### config.mk
export PLATFORM = sky130hd
export DESIGN_NAME = mem_arbiter
export DESIGN_NICKNAME = d
export VERILOG_FILES = /design/src/rtl/psp_mem_pkg.sv /design/src/rtl/mem_arb_picker.sv /design/src/rtl/mem_arbiter.sv
export SDC_FILE = /design/constraint.sdc
export NUM_CORES = 1
export LEC_CHECK = 0
export ABC_AREA = 1
export BUFFER_PORTS_ARGS = -buffer_cell sky130_fd_sc_hd__buf_2
export CORE_AREA = 2 2 121 123
export DETAILED_ROUTE_END_ITERATION = 8
export DIE_AREA = 0 0 123 125
export PLACE_DENSITY = 0.76
export SETUP_SLACK_MARGIN = 0.5
export SYNTH_ARGS = -nofsm -noshare
export SYNTH_HDL_FRONTEND = slang
export SYNTH_HIERARCHICAL = 1
export SYNTH_SLANG_ARGS = --single-unit
### constraint.sdc
create_clock -name clk -period 2.5 [get_ports clk]
set_input_delay 0.25 -clock clk [delete_from_list [all_inputs] [get_ports clk]]
set_output_delay 0.25 -clock clk [all_outputs]
set_load 0.01 [all_outputs]
### src/rtl/psp_mem_pkg.sv
// Shared types and constants for the psp main-memory arbiter.
package psp_mem_pkg;

    localparam int PSP_ADDR_WIDTH = 32;
    localparam int PSP_DATA_WIDTH = 32;
    localparam int PSP_BE_WIDTH   = 4;

    typedef enum logic [1:0] {
        IDLE  = 2'd0,
        ISSUE = 2'd1,
        WAIT  = 2'd2,
        RESP  = 2'd3
    } arb_state_t;

    typedef struct packed {
        logic [PSP_ADDR_WIDTH-1:0] addr;
        logic                      we;
        logic [PSP_BE_WIDTH-1:0]   be;
        logic [PSP_DATA_WIDTH-1:0] wdata;
    } mem_req_t;

    // Reads enable every byte lane; writes use the requester's byte enables.
    function automatic logic [PSP_BE_WIDTH-1:0] issue_data_en(input mem_req_t r);
        return r.we ? r.be : {PSP_BE_WIDTH{1'b1}};
    endfunction

endpackage

### src/rtl/mem_arb_picker.sv
// Combinational grant picker for the two memory requesters.
// Build option PSP_MEM_ARB_ROUND_ROBIN_EN selects round-robin, otherwise req0 has fixed priority.
module mem_arb_picker (
    input  logic [1:0] valid_i,
    input  logic       last_grant_i,
    output logic [1:0] grant_o,
    output logic       grant_id_o
);

`ifdef PSP_MEM_ARB_ROUND_ROBIN_EN
    always_comb begin
        // A tie goes to whoever did not win the previous acceptance.
        if (&valid_i) begin
            grant_id_o = ~last_grant_i;
        end else begin
            grant_id_o = valid_i[1];
        end
    end
`else
    logic unused_last_grant;
    assign unused_last_grant = last_grant_i;

    always_comb begin
        grant_id_o = ~valid_i[0] & valid_i[1];
    end
`endif

    assign grant_o = (|valid_i) ? (grant_id_o ? 2'b10 : 2'b01) : 2'b00;

endmodule

### src/rtl/mem_arbiter.sv
// Two-requester arbiter for one main-memory port: one transaction at a time,
// IDLE -> ISSUE -> (WAIT) -> RESP sequencing to cover the memory read latency.
module mem_arbiter
    import psp_mem_pkg::*;
#(
    parameter int ADDR_WIDTH  = 32,
    parameter int DATA_WIDTH  = 32,
    parameter int MEM_LATENCY = 1
) (
    input  logic                    clk,
    input  logic                    rst,
    input  logic                    req0_valid,
    output logic                    req0_ready,
    input  logic [ADDR_WIDTH-1:0]   req0_addr,
    input  logic                    req0_we,
    input  logic [DATA_WIDTH/8-1:0] req0_be,
    input  logic [DATA_WIDTH-1:0]   req0_wdata,
    output logic                    rsp0_valid,
    output logic [DATA_WIDTH-1:0]   rsp0_rdata,
    input  logic                    req1_valid,
    output logic                    req1_ready,
    input  logic [ADDR_WIDTH-1:0]   req1_addr,
    input  logic                    req1_we,
    input  logic [DATA_WIDTH/8-1:0] req1_be,
    input  logic [DATA_WIDTH-1:0]   req1_wdata,
    output logic                    rsp1_valid,
    output logic [DATA_WIDTH-1:0]   rsp1_rdata,
    output logic [ADDR_WIDTH-1:0]   mem_addr,
    output logic [DATA_WIDTH-1:0]   mem_wdata,
    input  logic [DATA_WIDTH-1:0]   mem_rdata,
    output logic [DATA_WIDTH/8-1:0] mem_data_en,
    output logic                    mem_write_en
);

    localparam logic [3:0] LAT_M1 = 4'(MEM_LATENCY - 1);

    arb_state_t state_q, state_d;
    mem_req_t   req_q, req_d;
    logic       gid_q, gid_d;
    logic       last_grant_q, last_grant_d;
    logic [3:0] cnt_q, cnt_d;

    logic [1:0] grant;
    logic       grant_id;
    logic       accept;

    mem_arb_picker u_picker (
        .valid_i      ({req1_valid, req0_valid}),
        .last_grant_i (last_grant_q),
        .grant_o      (grant),
        .grant_id_o   (grant_id)
    );

    assign accept = (state_q == IDLE) && (|grant);

    always_ff @(posedge clk or posedge rst) begin
        if (rst) begin
            state_q      <= IDLE;
            req_q        <= '0;
            gid_q        <= 1'b0;
            last_grant_q <= 1'b1;
            cnt_q        <= 4'd0;
        end else begin
            state_q      <= state_d;
            req_q        <= req_d;
            gid_q        <= gid_d;
            last_grant_q <= last_grant_d;
            cnt_q        <= cnt_d;
        end
    end

    always_comb begin
        state_d      = state_q;
        req_d        = req_q;
        gid_d        = gid_q;
        last_grant_d = last_grant_q;
        cnt_d        = cnt_q;
        case (state_q)
            IDLE: begin
                if (accept) begin
                    req_d.addr   = grant_id ? PSP_ADDR_WIDTH'(req1_addr)  : PSP_ADDR_WIDTH'(req0_addr);
                    req_d.we     = grant_id ? req1_we : req0_we;
                    req_d.be     = grant_id ? PSP_BE_WIDTH'(req1_be)      : PSP_BE_WIDTH'(req0_be);
                    req_d.wdata  = grant_id ? PSP_DATA_WIDTH'(req1_wdata) : PSP_DATA_WIDTH'(req0_wdata);
                    gid_d        = grant_id;
                    last_grant_d = grant_id;
                    state_d      = ISSUE;
                end
            end
            ISSUE: begin
                cnt_d   = LAT_M1;
                state_d = (MEM_LATENCY > 1) ? WAIT : RESP;
            end
            WAIT: begin
                // Leaves on the cycle the counter reads 1, giving MEM_LATENCY-1 WAIT cycles.
                cnt_d = cnt_q - 4'd1;
                if (cnt_q == 4'd1) begin
                    state_d = RESP;
                end
            end
            RESP: begin
                state_d = IDLE;
            end
            default: begin
                state_d = IDLE;
            end
        endcase
    end

    always_comb begin
        req0_ready   = (state_q == IDLE) && grant[0] && !rst;
        req1_ready   = (state_q == IDLE) && grant[1] && !rst;
        mem_addr     = ADDR_WIDTH'(req_q.addr);
        mem_wdata    = DATA_WIDTH'(req_q.wdata);
        mem_write_en = 1'b0;
        mem_data_en  = '0;
        rsp0_valid   = 1'b0;
        rsp1_valid   = 1'b0;
        rsp0_rdata   = '0;
        rsp1_rdata   = '0;
        case (state_q)
            ISSUE: begin
                mem_write_en = req_q.we;
                mem_data_en  = (DATA_WIDTH/8)'(issue_data_en(req_q));
            end
            RESP: begin
                if (gid_q) begin
                    rsp1_valid = 1'b1;
                    rsp1_rdata = req_q.we ? '0 : mem_rdata;
                end else begin
                    rsp0_valid = 1'b1;
                    rsp0_rdata = req_q.we ? '0 : mem_rdata;
                end
            end
            default: begin
            end
        endcase
    end

endmodule

==> metrics.md, run 1 <==
| Metric | Value |
|---|---|
| Post-detail-place hpwl | 10,000 um |
| Final Util | 46.5% |
| Number of inserted diodes | 0 |
| Initial drt markers | 163 |
| Core area | 14,200 sq um |
| FILL cells | 1,464 |
| Grt ovf | 0 |
| Final hold viol count | 0 |
| Site Rows | 44 |
| Die X | 123 um |
| Critical Path Fanout Max | 33 |
| Leak | 3.88 nW |
| Total Nets Final | 1,157 |
| Syn nets | 933 |
| Met3 usage | 4.56% |
| DP Area | 6300 sq um |
| Initial antenna violation count | 1 |
| CP max-delay cell | dfrtp_1 |
| Worst Setup End Kind | primary output |
| Hold Buf Count CTS | 0 |
| CP arrival | 1590 ps |
| Vias/cell | 4.30 |
| Longest Clk Path Bufs | 2 |
| Met2 GRT Util | 30.2% |
| Top Ports | 311 |
| Finish-stage setup viols | 0 |
| Die area | 15,400 sq um |
| PD cells | 980 nW/um^2 |
| CTS tree | built |
| H-tree Lvls | 3 |
| Post-CTS Setup Bufs | 0 |
| Initial Utilization | 36.5% |
| Worst path bufs/invs | 2 |
| First-pass GRT wire length | 20,700 um |
| Clock Latency Late Sink | 330 ps |
| Crit path time final | 1840 ps |
| Setup TNS | 0 ps |
| Total GRT Usage | 16.7% |
| Remaining antenna violation count | 0 |
| Outcome | completed |
| Layout cell share with drive strength beyond 1 | 37.6% |
| WL per Instance | 11.0 um |
| Routability cong. | 0.859 |
| Routed vias | 5,013 |
| Clock Skews | 4.08 ps |
| Worst hold path class | input pin to async pin |
| Post-synthesis cell area | 5190 sq um |
| Vias in the first global route | 4,652 |
| Avg Inst Size Synth | 6.90 sq um |
| Drt first pass iters | 5 |
| Die Y | 125 um |
| RSZ-0062 raised after global routing | false |
| Sequential cell area | 1900 sq um |
| Max-cap violations | 0 |
| Post-Synthesis Cells | 752 |
| Drt drc | 0 |
| Multi-input logic area | 1950 sq um |
| Largest net degree at the start of global routing | 140 |
| Reg2reg start | state_q[0] |
| Worst-Margin Slew | 555 ps |
| Num CTS Buffers | 9 |
| PortBufs | 310 |
| Syn. warnings | 6 |
| Post-route cell area | 6610 sq um |
| Fin. max-slew vios | 0 |
| Met1 usage | 18.8% |
| Final Cycle Share | 73.4% |
| Clock-pin slew on the worst setup and hold paths | 60 ps |
| WS Path Type | flip-flop to primary output |
| Rel. slew slack | 63.0% |
| Crit path cell chain | ha_1 > nand2_1 > buf_6 > nor2_1 > buf_2 |
| P&R area growth vs syn | 27.3% |
| Fmax achieved | 545 MHz |
| Peak supply drop | 0.460 mV |
| Most used routing layer | met2 |
| # clock sinks | 76 |
| Cell family with most CP delay | flip-flops |
| Req. time, crit path | 2250 ps |
| CP max stage delay | 420 ps |
| Worst setup SP type | flip-flop |
| Crit. Startpoint | state_q[0] |
| Total routed wirelength | 12,800 um |
| CTS Root Cell | clkbuf_16 |
## cell usage in the layout (no fill, tap or decap), drive strengths merged
master	n
nor3b	1
nand2	184
dfrtp	76
bufinv	1
a21oi	7
nor2	69
o21ai	140
and3	1
nand3	4
or2	1
buf	318
o22ai	1
inv	153
nor3	2
clkinv	2
clkbuf	11
ha	7
clkinvlp	3
## layout make-up
cell class              instances  area share [%]
repair buffers                318            24.9
well taps                     184            3.49
clock buffers                  11            3.52
flip-flops and latches         76            28.8
multi-input cells             417            29.5
inverters                     154            8.81
clock inverters                 5           0.947
## per-stage QoR
stage | cells | hold WS, ps | total power, mW | worst slack [ps]
after floorplan | 752 | 456 | 4.74 | 1100
final | 1165 | 63.3 | 6.47 | 665
after global routing | 1165 | 92.0 | 7.08 | 558
after detailed placement | 1149 | 437 | 5.26 | 775
after CTS | 1165 | 74.1 | 6.58 | 551
after global placement | 1149 | 421 | 5.17 | 839
## registers in the layout, indices dropped and copies added (netlist names)
register	count
req_q	5
mem_wdata	32
cnt_q	4
state_q	2
mem_addr	32
gid_q	1
## repair_timing
| item | in CTS | in global routing |
|---|---|---|
| gates resized for setup | 0 | 3 |
| setup endpoints to repair | 0 | 6 |
| endpoints found under the hold margin | 0 | 0 |
## layer usage
metal  share of wire, %  routed length [um]
met5               0.10                  13
met4                2.2                 284
met3                7.3                 942
met2                 50                6370
met1                 41                5220
## worst paths after layout
path | to | slack [ps] | cells past startpoint
setup / recovery | rsp0_rdata[28] | 660 | 5
hold / removal | mem_addr[9] | 60 | 3
setup reg to reg | mem_addr[27] | 750 | 7
hold reg to reg | mem_wdata[26] | 520 | 2
max in group asynchronous | mem_wdata[0] | 2000 | 3
min in group clk | mem_addr[25] | 230 | 5
## worst min-delay path, delay by kind of cell
kind / cells / cell delay [ps]
buf+inv: 3 / 560
## power breakdown
group          leakage [nW]  switching, mW  total [mW]  internal, mW
Clock                 0.136          0.493        1.27         0.777
Sequential            0.945          0.305        2.12          1.81
Combinational          2.80           1.86        3.09          1.22
Total                  3.88           2.66        6.47          3.81
Note: power is estimated with default switching activity, not from simulation.
==> inputs of run 2 (changes only) <==
- ABC_AREA: 1 -> 0
- PLACE_DENSITY: 0.76 -> 0.72
- clock period: 2.5 -> 1.7 ns (I/O delays scaled with it)
==> run 2 against run 1 <==
First-iteration DRC count is 38% lower. Sequential power increased by 62%. Hold slack got worse by 36 ps. Critical endpoint is now rsp0_rdata[27]. Sequential share of layout area fell by 6.6 points. Utilization increased by 14 points. Synthesized cell count is 30% lower. Largest power group unchanged. Global-route usage increased by 4.0 points. Clock-buffer cell count unchanged.
==> metrics.md, run 2 <==
| Metric | Value |
|---|---|
| DP Area | 6430 sq um |
| Top Ports | 311 |
| Finished Layout Cells | 1,006 |
| Pre-CTS setup slack | 143 ps |
| FF-to-FF End | mem_wdata[20] |
| Peak supply drop | 0.926 mV |
| Avg Inst Size Synth | 8.76 sq um |
| Most frequent cells in the layout | 280 x buf_2, 75 x dfrtp_1, 71 x mux2i_1, 47 x o21ai_2, 45 x nand2_4 |
| CTS Root Cell | clkbuf_16 |
| Die Y | 125 um |
| WS Path Type | flip-flop to primary output |
| R2R Setup Slk | 30 ps |
| RSZ-0062 raised after global routing | true |
| Remaining antenna violation count | 0 |
| Reg2reg start | state_q[0] |
| Post-detail-place hpwl | 10,900 um |
| Clock Latency Late Sink | 330 ps |
| PortBufs | 310 |
| P&R area growth vs syn | 85.6% |
| Hold_ws | 27.4 ps |
| Worst hold path class | input pin to async pin |
| Core area | 14,200 sq um |
| Switching part of the total | 39.7% |
| Layout cell share with drive strength beyond 1 | 72.6% |
| Critical Path Fanout Max | 7 |
| Die X | 123 um |
| Placed instance count | 949 |
| Drt drc | 0 |
| PD cells | 1610 nW/um^2 |
| Die area | 15,400 sq um |
| Finish-stage setup viols | 0 |
| Number of inserted diodes | 0 |
| H-tree Lvls | 3 |
| Total Nets Final | 998 |
| Crit path to | rsp0_rdata[27] |
| Total routed wirelength | 16,400 um |
| First-pass GRT wire length | 24,600 um |
| Initial drt markers | 101 |
| Post-route cell area | 8560 sq um |
| Vias in the first global route | 4,786 |
| Post-Synthesis Cells | 527 |
| Internal | 8.30 mW |
| Worst setup SP type | flip-flop |
| Leak | 4.26 nW |
| Site Rows | 44 |
| Final WS setup | 17.0 ps |
| Commonest non-fill, non-tap cell in the layout | buf_2 |
| Fmax achieved | 594 MHz |
| Clock network power share | 15.2% |
| # clock sinks | 76 |
| Vias/cell | 4.67 |
| Syn nets | 708 |
| Clock Skews | 9.93 ps |
| Req. time, crit path | 1530 ps |
| Clock-pin slew on the worst setup and hold paths | 60 ps |
| Routed vias | 4,694 |
| Outcome | completed |
| Initial antenna violation count | 0 |
| Fin. max-slew vios | 0 |
| Worst reg2reg path depth | 10 |
| Syn. warnings | 6 |
| Worst Setup End Kind | primary output |
| Total GRT Usage | 20.7% |
| Num CTS Buffers | 9 |
| Final hold viol count | 0 |
| Routability cong. | 0.762 |
| Worst-Margin Slew | 434 ps |
| Largest net degree at the start of global routing | 76 |
| Max-cap violations | 0 |
| WL per Instance | 16.3 um |
| Crit. Startpoint | state_q[1] |
| Grt ovf | 0 |
| Sw power | 5.48 mW |
| Initial Utilization | 32.5% |
| Final Cycle Share | 99.0% |
| Longest Clk Path Bufs | 2 |
| Crit path time final | 1680 ps |
| CP arrival | 1510 ps |
| CTS tree | built |
| Drt first pass iters | 4 |
| Post-synthesis cell area | 4620 sq um |
| Rel. slew slack | 71.0% |
| Combinational share of power | 59.8% |
| Sequential power share | 24.9% |
-- run 2: layer usage --
| metal | up-vias | routed length [um] | share of wire, % | GRT usage [%] |
|---|---|---|---|---|
| met5 | - | 0 | 0 | 0 |
| met4 | 0 | 167 | 1.0 | 3.88 |
| met3 | 10 | 1010 | 6.2 | 3.92 |
| met2 | 199 | 9010 | 55 | 39.8 |
| met1 | 2216 | 6200 | 38 | 23.5 |
| li1 | 2269 | - | - | - |
-- run 2: worst min-delay path by stage --
stage | to | slack, ps | cells after the start
after global routing | gid_q | 60 | 3
after detailed placement | mem_addr[6] | 120 | 2
after CTS | mem_addr[4] | 70 | 3
final | gid_q | 30 | 3
after floorplan | req_q[36] | 350 | 2
after global placement | mem_addr[6] | 110 | 2
-- run 2: power by group through the flow --
stage	registers, mW	logic [mW]	clock network (mW)
detailed placement	3.11	5.24	0
CTS	3.23	7.45	2.14
global placement	3.09	5.13	0
global route	3.53	8.84	2.23
floorplan	3.01	4.45	0
finish	3.44	8.25	2.10
-- run 2: area by class of cell --
type	instances	area (sq um)
multi-input combinational	339	3080
clock buffer	11	243
clock inverter	5	82.6
inverter	12	58.8
sequential	76	1900
timing repair buffer	379	2970
tap	184	230
fill	1146	5640
-- run 2: critical path, cell delays in order (launching register included) --
cell and delay, ps:
dfrtp_2 430, ha_4 180, nand2b_4 90, buf_12 140, buf_12 140, nor2_4 100, buf_6 100
-- run 2: repair_timing --
action	CTS	global route
hold buffers	1	0
setup buffers	22	1
gates cloned	17	0
gates resized for setup	154	118
hold endpoints to repair	1	0
endpoints found under the setup margin	144	149
pin swaps	23	12
-- run 2: through the flow --
step / TNS, ps / utilization, % / total power [mW]
after floorplan: -297 / - / 7.46
after CTS: 0 / 56.8 / 12.8
after detailed placement: 0 / 45.3 / 8.34
after global routing: -995 / 60.3 / 14.6
final: 0 / 60.3 / 13.8
after global placement: 0 / 45.3 / 8.22
==> inputs of run 3 (changes only) <==
- PLACE_DENSITY: 0.72 -> 0.73
- SYNTH_HIERARCHICAL: 1 -> not set
- clock period: 1.7 -> 2 ns (I/O delays scaled with it)
==> run 3 against run 2 <==
Register-to-register slack better by 430 ps. Cell count is 4.1% lower. Via count is 8.1% lower. Global-route usage is 3.8 points lower. Highest routed layer unchanged.
==> metrics.md, run 3 <==
| Metric | Value |
|---|---|
| Post-Synthesis Cells | 524 |
| Finish-stage setup viols | 0 |
| Total routed wirelength | 13,500 um |
| Clock Latency Late Sink | 330 ps |
| Worst Setup End Kind | primary output |
| Final hold viol count | 0 |
| Post-synth top area share | 40.1% |
| Die X | 123 um |
| Req. time, crit path | 1800 ps |
| Ys flop type | dfrtp_1 |
| Total GRT Usage | 17.0% |
| Clock Skews | 7.92 ps |
| Worst reg2reg path depth | 6 |
| Worst setup SP type | flip-flop |
| CTS tree | built |
| Longest Clk Path Bufs | 2 |
| Initial drt markers | 89 |
| Remaining antenna violation count | 0 |
| Fmax achieved | 609 MHz |
| CTS Root Cell | clkbuf_16 |
| PD cells | 1340 nW/um^2 |
| Post-detail-place hpwl | 9960 um |
| Placed instance count | 929 |
| Yosys cell types | 30 |
| Die area | 15,400 sq um |
| First-pass GRT wire length | 20,200 um |
| Reg2reg start | cnt_q[1] |
| Share of flip-flops with an asynchronous set or reset | 100% |
| Layout cell share with drive strength beyond 1 | 51.0% |
| Post-synth EDFFs | 0 |
| Top cells by count, synth | 76 x dfrtp_1, 71 x mux2i_1, 71 x nand2_1 |
| Rel. slew slack | 63.3% |
| Yosys reg bits | 76 |
| WS Path Type | flip-flop to primary output |
| Grt ovf | 0 |
| Setup TNS | 0 ps |
| Fin. max-slew vios | 0 |
| Worst hold path class | input pin to async pin |
| H-tree Lvls | 3 |
| Initial antenna violation count | 0 |
| WL per Instance | 14.0 um |
| Routed vias | 4,314 |
| P&R area growth vs syn | 40.0% |
| Vias in the first global route | 4,029 |
| Largest net degree at the start of global routing | 76 |
| Multi-input logic area | 2190 sq um |
| Clock-pin slew on the worst setup and hold paths | 60 ps |
| Critical Path Fanout Max | 17 |
| FILL cells | 1,426 |
| # clock sinks | 76 |
| Finished Layout Cells | 965 |
| Dominant cell type by area after synthesis | dfrtp_1 |
| Cell with the most instances after synthesis | dfrtp_1 |
| Routability cong. | 0.749 |
| FF-to-FF End | state_q[0] |
| R2R Setup Slk | 460 ps |
| Worst-Margin Slew | 550 ps |
| Drt first pass iters | 4 |
| Register area share after synthesis | 40.1% |
| Die Y | 125 um |
| Synth top area cells | dfrtp_1 40%, mux2i_1 15%, buf_4 11%, o21ai_1 7.3%, nand2_1 5.6% |
| Top Ports | 311 |
| Core area | 14,200 sq um |
| Pre-CTS setup slack | 323 ps |
| Most frequent cells in the layout | 309 x buf_2, 73 x dfrtp_1, 71 x mux2i_1, 70 x nand2_1, 69 x o21ai_1 |
| Total Nets Final | 957 |
| CP arrival | 1440 ps |
| Num CTS Buffers | 9 |
| Final Cycle Share | 82.1% |
| Leak | 3.58 nW |
| Sequential cell area | 1910 sq um |
| Max-cap violations | 0 |
| Number of inserted diodes | 0 |
| Post-synthesis cell area | 4740 sq um |
| Site Rows | 44 |
| PortBufs | 310 |
| Commonest non-fill, non-tap cell in the layout | buf_2 |
| Outcome | completed |
| Initial Utilization | 33.4% |
| Peak supply drop | 0.484 mV |
| Final WS setup | 358 ps |
| Syn. warnings | 0 |
| RSZ-0062 raised after global routing | true |
| Avg Inst Size Synth | 9.05 sq um |
| Syn nets | 705 |
| Drt drc | 0 |
| Vias/cell | 4.47 |
| Crit path time final | 1640 ps |
## run 3: layout make-up
cell class | instances | area share (%)
Multi-Input combinational cell | 339 | 33.0
Clock buffer | 10 | 3.45
Clock inverter | 6 | 0.980
Sequential cell | 76 | 28.7
Tap cell | 184 | 3.47
Inverter | 12 | 0.735
Timing Repair Buffer | 338 | 29.7
## run 3: critical path, cell delays in order, from the launching register on
cell     delay, ps
dfrtp_2        450
ha_4           190
nand2_4        100
buf_12         170
nor2_1          60
buf_2          140
## run 3: where the power goes
| group | total [mW] | switching (mW) | internal (mW) |
|---|---|---|---|
| Sequential | 2.69 | 0.418 | 2.28 |
| Clock | 1.60 | 0.632 | 0.966 |
| Combinational | 4.63 | 2.50 | 2.13 |
## run 3: worst max-delay path by stage
stage	startpoint	end	slack [ps]	cells after the start
after detailed placement	state_q[0]	mem_wdata[13]	320	5
after global placement	state_q[0]	mem_wdata[7]	400	5
final	state_q[1]	rsp1_rdata[28]	360	5
after CTS	state_q[0]	rsp1_rdata[26]	330	5
after global routing	state_q[1]	rsp1_rdata[9]	300	5
after floorplan	rst	req0_ready	90	2
## run 3: kinds of logic (layout without fill, tap and decap cells)
family | after synthesis | after routing | share of synthesized area [%]
muxes | 72 | 72 | 15.2
adders and majority gates | 7 | 7 | 1.85
and+or+nand+nor | 178 | 178 | 16.5
buffers and inverters | 110 | 366 | 17.2
AOI/OAI and AO/OA | 81 | 82 | 9.16
DFF | 76 | 76 | 40.1
## run 3: layer usage
layer | vias up | wire length, um | GRT usage [%]
li1 | 2156 | - | -
met1 | 1961 | 5350 | 19.0
met2 | 188 | 7060 | 31.7
met3 | 9 | 936 | 3.65
met4 | 0 | 167 | 4.95
met5 | - | 0 | 0
## run 3: what timing repair did
| item | in CTS | in global routing |
|---|---|---|
| setup buffers | 9 | 5 |
| hold buffers | 1 | 0 |
| resized for setup | 34 | 23 |
| setup endpoints to repair | 135 | 129 |
| pin swaps | 3 | 2 |
| endpoints found under the hold margin | 1 | 0 |
| gates cloned | 5 | 0 |
## run 3: metrics by stage
step / power (mW) / cell area, sq um / util, % / hold WS (ps)
2_1_floorplan: 5.82 / 4760 / - / 286
3_3_place_gp: 6.51 / 5920 / 41.7 / 143
3_5_place_dp: 6.62 / 5920 / 41.7 / 147
4_1_cts: 8.90 / 6540 / 46.1 / 114
5_1_grt: 9.61 / 6640 / 46.7 / 115
6_report: 8.92 / 6640 / 46.7 / 79.9
